### config.mk
export PLATFORM = sky130hd
export DESIGN_NAME = cv32e40p_retire_trace_buffer
export DESIGN_NICKNAME = d
export VERILOG_FILES = /design/src/rtl/cv32e40p_trace_pkg.sv /design/src/rtl/cv32e40p_trace_ram.sv /design/src/rtl/cv32e40p_retire_trace_buffer.sv
export SDC_FILE = /design/constraint.sdc
export NUM_CORES = 1
export LEC_CHECK = 0
export BUFFER_PORTS_ARGS = -buffer_cell sky130_fd_sc_hd__buf_2
export CAP_MARGIN = 20
export CORE_MARGIN = 2
export CORE_UTILIZATION = 35
export DETAILED_ROUTE_END_ITERATION = 12
export PLACE_DENSITY = 0.6
export SYNTH_ARGS = -nofsm -noshare
export SYNTH_HDL_FRONTEND = slang
export SYNTH_HIERARCHICAL = 1
export SYNTH_SLANG_ARGS = --single-unit
### constraint.sdc
create_clock -name clk_i -period 30.4 [get_ports clk_i]
set_input_delay 6.08 -clock clk_i [delete_from_list [all_inputs] [get_ports clk_i]]
set_output_delay 6.08 -clock clk_i [all_outputs]
set_load 0.05 [all_outputs]
### src/rtl/cv32e40p_trace_pkg.sv
// Shared types and constants for the cv32e40p retirement trace buffer.
package cv32e40p_trace_pkg;

  // Field widths of one trace record. The buffer's ADDR_WIDTH and DATA_WIDTH
  // parameters are expected to match these.
  localparam int unsigned TRACE_ADDR_WIDTH = 32;
  localparam int unsigned TRACE_DATA_WIDTH = 32;
  localparam int unsigned TRACE_RD_WIDTH   = 6;
  localparam int unsigned TRACE_FLAG_WIDTH = 3;

  // Bit positions inside trace_rec_t.flags ({compressed, illegal, debug_mode}).
  localparam int unsigned TRACE_FLAG_DEBUG      = 0;
  localparam int unsigned TRACE_FLAG_ILLEGAL    = 1;
  localparam int unsigned TRACE_FLAG_COMPRESSED = 2;

  typedef enum logic [1:0] {
    TRACE_STREAM = 2'd0,
    TRACE_STOP   = 2'd1,
    TRACE_WRAP   = 2'd2
  } trace_mode_e;

  typedef struct packed {
    logic [TRACE_ADDR_WIDTH-1:0] pc;
    logic [TRACE_DATA_WIDTH-1:0] instr;
    logic [TRACE_RD_WIDTH-1:0]   rd;
    logic                        we;
    logic [TRACE_DATA_WIDTH-1:0] wdata;
    logic [TRACE_FLAG_WIDTH-1:0] flags;
  } trace_rec_t;

  // Map the raw mode input onto a capture mode; the unused encoding behaves as stream.
  function automatic trace_mode_e decode_mode(input logic [1:0] mode);
    trace_mode_e m;
    case (mode)
      2'd0:    m = TRACE_STREAM;
      2'd1:    m = TRACE_STOP;
      2'd2:    m = TRACE_WRAP;
      default: m = TRACE_STREAM;
    endcase
    return m;
  endfunction

endpackage

### src/rtl/cv32e40p_trace_ram.sv
// Trace record storage: one synchronous write port, one asynchronous read port.
// Deliberately not reset so it can be swapped for a latch array or SRAM macro.
module cv32e40p_trace_ram #(
  parameter int unsigned DEPTH = 16,
  parameter int unsigned WIDTH = 32,
  parameter int unsigned AW    = $clog2(DEPTH)
) (
  input  logic             clk_i,
  input  logic             we_i,
  input  logic [AW-1:0]    waddr_i,
  input  logic [WIDTH-1:0] wdata_i,
  input  logic [AW-1:0]    raddr_i,
  output logic [WIDTH-1:0] rdata_o
);

  logic [WIDTH-1:0] mem_r [DEPTH];

  // Write port: store a record when enabled.
  always_ff @(posedge clk_i) begin
    if (we_i) begin
      mem_r[waddr_i] <= wdata_i;
    end
  end

  assign rdata_o = mem_r[raddr_i];

endmodule

### src/rtl/cv32e40p_retire_trace_buffer.sv
// Retirement trace buffer: captures one record per retired instruction into a
// circular store and lets a consumer drain it over a valid/ready port.
module cv32e40p_retire_trace_buffer
  import cv32e40p_trace_pkg::*;
#(
  parameter int unsigned DEPTH          = 16,
  parameter int unsigned ADDR_WIDTH     = 32,
  parameter int unsigned DATA_WIDTH     = 32,
  parameter int unsigned DROP_CNT_WIDTH = 16
) (
  input  logic                       clk_i,
  input  logic                       rst_ni,
  input  logic                       enable_i,
  input  logic                       clear_i,
  input  logic [1:0]                 mode_i,
  input  logic                       retire_valid_i,
  input  logic [ADDR_WIDTH-1:0]      retire_pc_i,
  input  logic [DATA_WIDTH-1:0]      retire_instr_i,
  input  logic [5:0]                 retire_rd_i,
  input  logic                       retire_we_i,
  input  logic [DATA_WIDTH-1:0]      retire_wdata_i,
  input  logic [2:0]                 retire_flags_i,
  output logic                       out_valid_o,
  input  logic                       out_ready_i,
  output trace_rec_t                 out_rec_o,
  output logic [$clog2(DEPTH):0]     level_o,
  output logic                       stopped_o,
  output logic [DROP_CNT_WIDTH-1:0]  drop_cnt_o
);

  localparam int unsigned PTR_W = $clog2(DEPTH);
  localparam int unsigned LVL_W = $clog2(DEPTH) + 1;
  localparam int unsigned REC_W = $bits(trace_rec_t);

  localparam logic [LVL_W-1:0]          FULL_LVL = LVL_W'(DEPTH);
  localparam logic [LVL_W-1:0]          LVL_ONE  = LVL_W'(1);
  localparam logic [LVL_W-1:0]          LVL_ZERO = LVL_W'(0);
  localparam logic [PTR_W-1:0]          PTR_ONE  = PTR_W'(1);
  localparam logic [PTR_W-1:0]          PTR_ZERO = PTR_W'(0);
  localparam logic [DROP_CNT_WIDTH-1:0] DROP_MAX = {DROP_CNT_WIDTH{1'b1}};
  localparam logic [DROP_CNT_WIDTH-1:0] DROP_ONE = DROP_CNT_WIDTH'(1);

  // State registers
  logic [PTR_W-1:0]          wptr_r, rptr_r;
  logic [LVL_W-1:0]          level_r;
  logic [DROP_CNT_WIDTH-1:0] drop_r;
  logic                      stopped_r;
  logic                      valid_r;

  // Next-state values
  logic [PTR_W-1:0]          wptr_nxt_s, rptr_nxt_s;
  logic [LVL_W-1:0]          level_nxt_s;
  logic [DROP_CNT_WIDTH-1:0] drop_nxt_s;
  logic                      stopped_nxt_s;
  logic                      valid_nxt_s;

  // Per-cycle decisions
  trace_mode_e mode_s;
  logic        retire_s;
  logic        push_s;
  logic        pop_s;
  logic        full_s;
  logic        wr_en_s;
  logic        wrap_ovw_s;
  logic        drop_inc_s;
  logic        set_stop_s;
  logic        lvl_up_s;
  trace_rec_t  wr_rec_s;
  trace_rec_t  rd_rec_s;

  assign mode_s   = decode_mode(mode_i);
  assign retire_s = retire_valid_i & enable_i;
  assign push_s   = retire_s & ~stopped_r;
  assign pop_s    = valid_r & out_ready_i;
  assign full_s   = (level_r == FULL_LVL);

  // Pack the retirement observation into a trace record.
  always_comb begin
    wr_rec_s       = {REC_W{1'b0}};
    wr_rec_s.pc    = retire_pc_i;
    wr_rec_s.instr = retire_instr_i;
    wr_rec_s.rd    = retire_rd_i;
    wr_rec_s.we    = retire_we_i;
    wr_rec_s.wdata = retire_wdata_i;
    wr_rec_s.flags = retire_flags_i;
  end

  // Decide whether this cycle's retirement is stored, overwrites, or is dropped.
  // A full store with a simultaneous pop always has room. Retirements that arrive
  // while capture is frozen are lost, so they count as drops as well.
  always_comb begin
    wr_en_s    = 1'b0;
    wrap_ovw_s = 1'b0;
    drop_inc_s = 1'b0;
    set_stop_s = 1'b0;
    if (clear_i) begin
      wr_en_s = 1'b0;
    end else if (push_s) begin
      if (!full_s || pop_s) begin
        wr_en_s = 1'b1;
      end else begin
        case (mode_s)
          TRACE_WRAP: begin
            wr_en_s    = 1'b1;
            wrap_ovw_s = 1'b1;
            drop_inc_s = 1'b1;
          end
          TRACE_STOP: begin
            drop_inc_s = 1'b1;
            set_stop_s = 1'b1;
          end
          TRACE_STREAM: begin
            drop_inc_s = 1'b1;
          end
          default: begin
            drop_inc_s = 1'b1;
          end
        endcase
      end
    end else if (retire_s) begin
      drop_inc_s = 1'b1;
    end else begin
      drop_inc_s = 1'b0;
    end
  end

  // An overwrite in wrap mode replaces the oldest entry, so occupancy does not grow.
  assign lvl_up_s = wr_en_s & ~wrap_ovw_s;

  // Compute next pointers, occupancy, drop count and stop flag; clear wins over everything.
  always_comb begin
    wptr_nxt_s    = wptr_r;
    rptr_nxt_s    = rptr_r;
    level_nxt_s   = level_r;
    drop_nxt_s    = drop_r;
    stopped_nxt_s = stopped_r;
    if (clear_i) begin
      wptr_nxt_s    = PTR_ZERO;
      rptr_nxt_s    = PTR_ZERO;
      level_nxt_s   = LVL_ZERO;
      drop_nxt_s    = {DROP_CNT_WIDTH{1'b0}};
      stopped_nxt_s = 1'b0;
    end else begin
      if (wr_en_s) begin
        wptr_nxt_s = wptr_r + PTR_ONE;
      end else begin
        wptr_nxt_s = wptr_r;
      end

      if (pop_s || wrap_ovw_s) begin
        rptr_nxt_s = rptr_r + PTR_ONE;
      end else begin
        rptr_nxt_s = rptr_r;
      end

      if (lvl_up_s && !pop_s) begin
        level_nxt_s = level_r + LVL_ONE;
      end else if (!lvl_up_s && pop_s) begin
        level_nxt_s = level_r - LVL_ONE;
      end else begin
        level_nxt_s = level_r;
      end

      if (drop_inc_s && (drop_r != DROP_MAX)) begin
        drop_nxt_s = drop_r + DROP_ONE;
      end else begin
        drop_nxt_s = drop_r;
      end

      if (set_stop_s) begin
        stopped_nxt_s = 1'b1;
      end else begin
        stopped_nxt_s = stopped_r;
      end
    end
  end

  assign valid_nxt_s = (level_nxt_s != LVL_ZERO);

  // Control state register with asynchronous reset.
  always_ff @(posedge clk_i or negedge rst_ni) begin
    if (!rst_ni) begin
      wptr_r    <= PTR_ZERO;
      rptr_r    <= PTR_ZERO;
      level_r   <= LVL_ZERO;
      drop_r    <= {DROP_CNT_WIDTH{1'b0}};
      stopped_r <= 1'b0;
      valid_r   <= 1'b0;
    end else begin
      wptr_r    <= wptr_nxt_s;
      rptr_r    <= rptr_nxt_s;
      level_r   <= level_nxt_s;
      drop_r    <= drop_nxt_s;
      stopped_r <= stopped_nxt_s;
      valid_r   <= valid_nxt_s;
    end
  end

  cv32e40p_trace_ram #(
    .DEPTH (DEPTH),
    .WIDTH (REC_W),
    .AW    (PTR_W)
  ) u_ram (
    .clk_i   (clk_i),
    .we_i    (wr_en_s),
    .waddr_i (wptr_r),
    .wdata_i (wr_rec_s),
    .raddr_i (rptr_r),
    .rdata_o (rd_rec_s)
  );

  // The payload store is not reset; masking with the registered valid keeps the
  // record output at zero whenever nothing is held.
  assign out_rec_o   = valid_r ? rd_rec_s : trace_rec_t'({REC_W{1'b0}});
  assign out_valid_o = valid_r;
  assign level_o     = level_r;
  assign stopped_o   = stopped_r;
  assign drop_cnt_o  = drop_r;

endmodule

==> key figures <==
Synth
  • Post-Synthesis Cell Area: 66000 sq um
  • Ys Warns: 6
  • Post-synth top area share: 77.2%
  • Syn Nets: 3036
  • Synth cell count leaders: 1696 x edfxtp_1, 424 x mux4_2, 212 x a22oi_1, 113 x nand2_1, 111 x and2_1
  • Post-synth EDFFs: 1696
  • Yosys cell types: 56
  • Yosys top cell by area: edfxtp_1
  • Register area share after synthesis: 78.4%
  • Syn Inst Count: 2916
  • Flops & latches, synth: 1727
  • Cells taking the most area after synthesis: edfxtp_1 77%, mux4_2 14%, a22oi_1 2.4%, dfrtp_1 1.2%, and2_1 1.1%
  • Mapped Avg Cell Area: 22.6 sq um
  • Most common flop cell mapped by yosys: edfxtp_1
  • Count leader, synth: edfxtp_1
  • Post-synth ARST share: 1.80%

Power
  • Clock power frac: 34.1%
  • Combinational power share: 21.5%
  • LEAKAGE: 23.5 nW
  • Switch Pwr: 1.69 mW
  • Max IR drop VDD: 44.8 uV
  • Pwr dens: 79.4 nW/um^2
  • Sw Ratio: 28.2%
  • Internal power component: 4.31 mW
  • Part of the power in registers: 44.4%

STA
  • Setup TNS: 0 ns
  • Rel. slew slack: 27.7%
  • Clock Skew: 0.0199 ns
  • RSZ-0062 raised after global routing: no
  • Final Hold Vio Count: 0
  • Slew @ Worst Pin: 1.08 ns
  • Count of final max-slew check failures: 0
  • Post-route setup slack: 18.56 ns
  • # setup viols final: 0
  • Final period utilization: 38.9%
  • Crit path time final: 11.84 ns
  • Fmax achieved: 0.0845 GHz

Final layout
  • Final instance area: 75600 sq um
  • Area of the multi-input gates: 13500 sq um
  • Seq. cell area: 51700 sq um
  • Non-Filler Instances: 5857
  • Fill cell count: 16.4k
  • Synthesis-to-finish area growth: 14.6%
  • Nets: 3342
  • Share of cells above drive strength 1: 29.3%

GRT
  • Initial antenna violation count: 50
  • Vias in the first global route: 32.0k
  • Largest net degree at the start of global routing: 107
  • Grt total ovfl: 0
  • First-pass GRT wire length: 232000 microns
  • Aggregate global-route resource usage: 16.7%

Clocking
  • Clock Latency Late Sink: 0.80 ns
  • Clock Tree Buf Depth: 3
  • Hold buffers post-CTS: 0
  • Root Driver: clkbuf_16
  • CTS H-tree depth: 4
  • # clock sinks: 1727
  • PostCTS Resize Cnt: 0
  • Setup bufs post-CTS: 0
  • CTS Buf Count: 171
  • CTS tree: done
  • Clock transition at path regs: 0.06 ns

Critical path
  • Crit Path Max Fanout: 70
  • Arr. time, crit path: 5.76 ns
  • Setup crit end kind: output pin
  • FF-to-FF setup slack: 26.18 ns
  • End of the worst register-to-register path: u_ram/mem_r[14][72]
  • CP required: 24.32 ns
  • Crit path from: rptr_r[1]
  • R2R cell count: 9
  • Worst setup SP type: register
  • Critical path class: reg2out
  • R2r startpoint: level_o[1]

Hold path
  • Min-Delay Path Class: reg2reg
  • Hold Startpoint: drop_cnt_o[12]
  • Hold Path End: drop_cnt_o[12]
  • Hold depth: 1

Placement
  • Area after DPL: 70100 sq um
  • Dpl cells: 5541
  • Port Buf Inserts: 242
  • Hpwl dp: 75400 microns
  • Pre-CTS WS: 19.22 ns
  • RD Place Congestion: 0.740

Floorplanning
  • Initial Util: 35.2%
  • Rows: 159
  • Ports: 243
  • Core Area: 188000 sq um
  • Horiz. Die Dim: 438 microns
  • Die Height: 438 microns
  • Die area: 192000 sq um

Routing
  • Initial DRC count: 2609
  • Antenna viol nets, final: 0
  • Wire length per cell: 27.4 microns
  • Drt drc: 0
  • DR vias: 31.0k
  • Vias per cell: 5.28
  • Drt total wl: 160000 microns
  • First-pass DRT Iterations: 5

Run
  • Maxcap violations: 0

Status
  • Status: completed
-- flip-flops by register name, summed over array words and instances (netlist names) --
signal / count
drop_cnt_o: 16
wptr_r: 4
out_valid_o: 1
level_o: 5
u_ram/mem_r: 1696
rptr_r: 4
stopped_o: 1
-- layout make-up --
type	instances	share of cell area [%]
Sequential cell	1727	68.4
Clock inverter	96	1.15
Multi-Input combinational cell	1021	17.8
Inverter	8	0.0397
Timing Repair Buffer	293	2.39
Tap cell	2495	4.13
Antenna cell	5	0.0166
Clock buffer	212	6.01
-- cells by family (layout without fill, tap and decap cells) --
| logic type | count (synthesis) | count (layout) | share of synthesized area (%) |
|---|---|---|---|
| AND/OR/NAND/NOR | 331 | 331 | 2.59 |
| AO/OA/AOI/OAI | 241 | 241 | 2.75 |
| multiplexers | 434 | 434 | 14.6 |
| adder cells (fa/ha/maj) | 6 | 6 | 0.114 |
| flip-flops | 1727 | 1727 | 78.4 |
| other | 0 | 5 | 0 |
| XOR/XNOR | 9 | 9 | 0.119 |
| buffers and inverters | 168 | 609 | 1.41 |
-- layer usage --
layer  up-vias  GRT usage [%]  part of all wire (%)
met5         -              0                  0.12
li1      13000              -                     -
met1     16800           21.8                    41
met4        28           4.36                   2.1
met2       900           28.6                    51
met3       260           3.00                   5.3
-- worst max-delay path by stage --
stage	endpoint	slack [ns]	depth (start not counted)
2_1_floorplan	u_ram/mem_r[0][0]	15.23	5
3_3_place_gp	out_rec_o[63]	19.24	8
3_5_place_dp	out_rec_o[63]	19.22	8
4_1_cts	out_rec_o[63]	18.34	8
5_1_grt	out_rec_o[59]	18.25	8
6_report	out_rec_o[75]	18.56	8
-- through the flow --
stage | hold WS [ns] | total power [mW] | util [%]
2_1_floorplan | 0.545 | 3.69 | -
6_report | 0.584 | 6.00 | 40.3
5_1_grt | 0.607 | 6.24 | 40.3
3_5_place_dp | 0.571 | 4.03 | 37.4
3_3_place_gp | 0.557 | 4.03 | 37.4
4_1_cts | 0.583 | 6.08 | 40.2
-- layout by cell type (no fill, tap or decap), types with 7 or more instances in the layout --
master	n
a22oi_1	212
and2_1	110
buf_12	14
buf_2	242
buf_4	35
bufinv_16	14
clkbuf_1	36
clkbuf_16	176
clkinv_1	41
clkinv_2	23
clkinvlp_4	7
dfrtp_1	28
edfxtp_1	1696
inv_1	7
mux4_2	424
nand2_1	113
nand3_1	11
nand4_1	10
nor2_1	28
nor2_4	14
nor2b_1	9
-- power groups by stage --
stage	sequential, mW	combinational (mW)	clock (mW)
after floorplan	2.70	0.997	0
after global placement	2.72	1.31	0
after detailed placement	2.72	1.32	0
after CTS	2.67	1.32	2.10
after global routing	2.67	1.38	2.19
final	2.66	1.29	2.05
-- critical path: stages (launching register included) --
cell and delay (ns):
dfrtp_4 1.03, buf_4 0.84, buf_4 0.93, buf_4 0.81, mux4_2 0.41, a22oi_1 0.24, nand2_1 0.10, and2_1 0.18
buf_2 0.22
No activity file was read; power rests on OpenSTA's default activity.
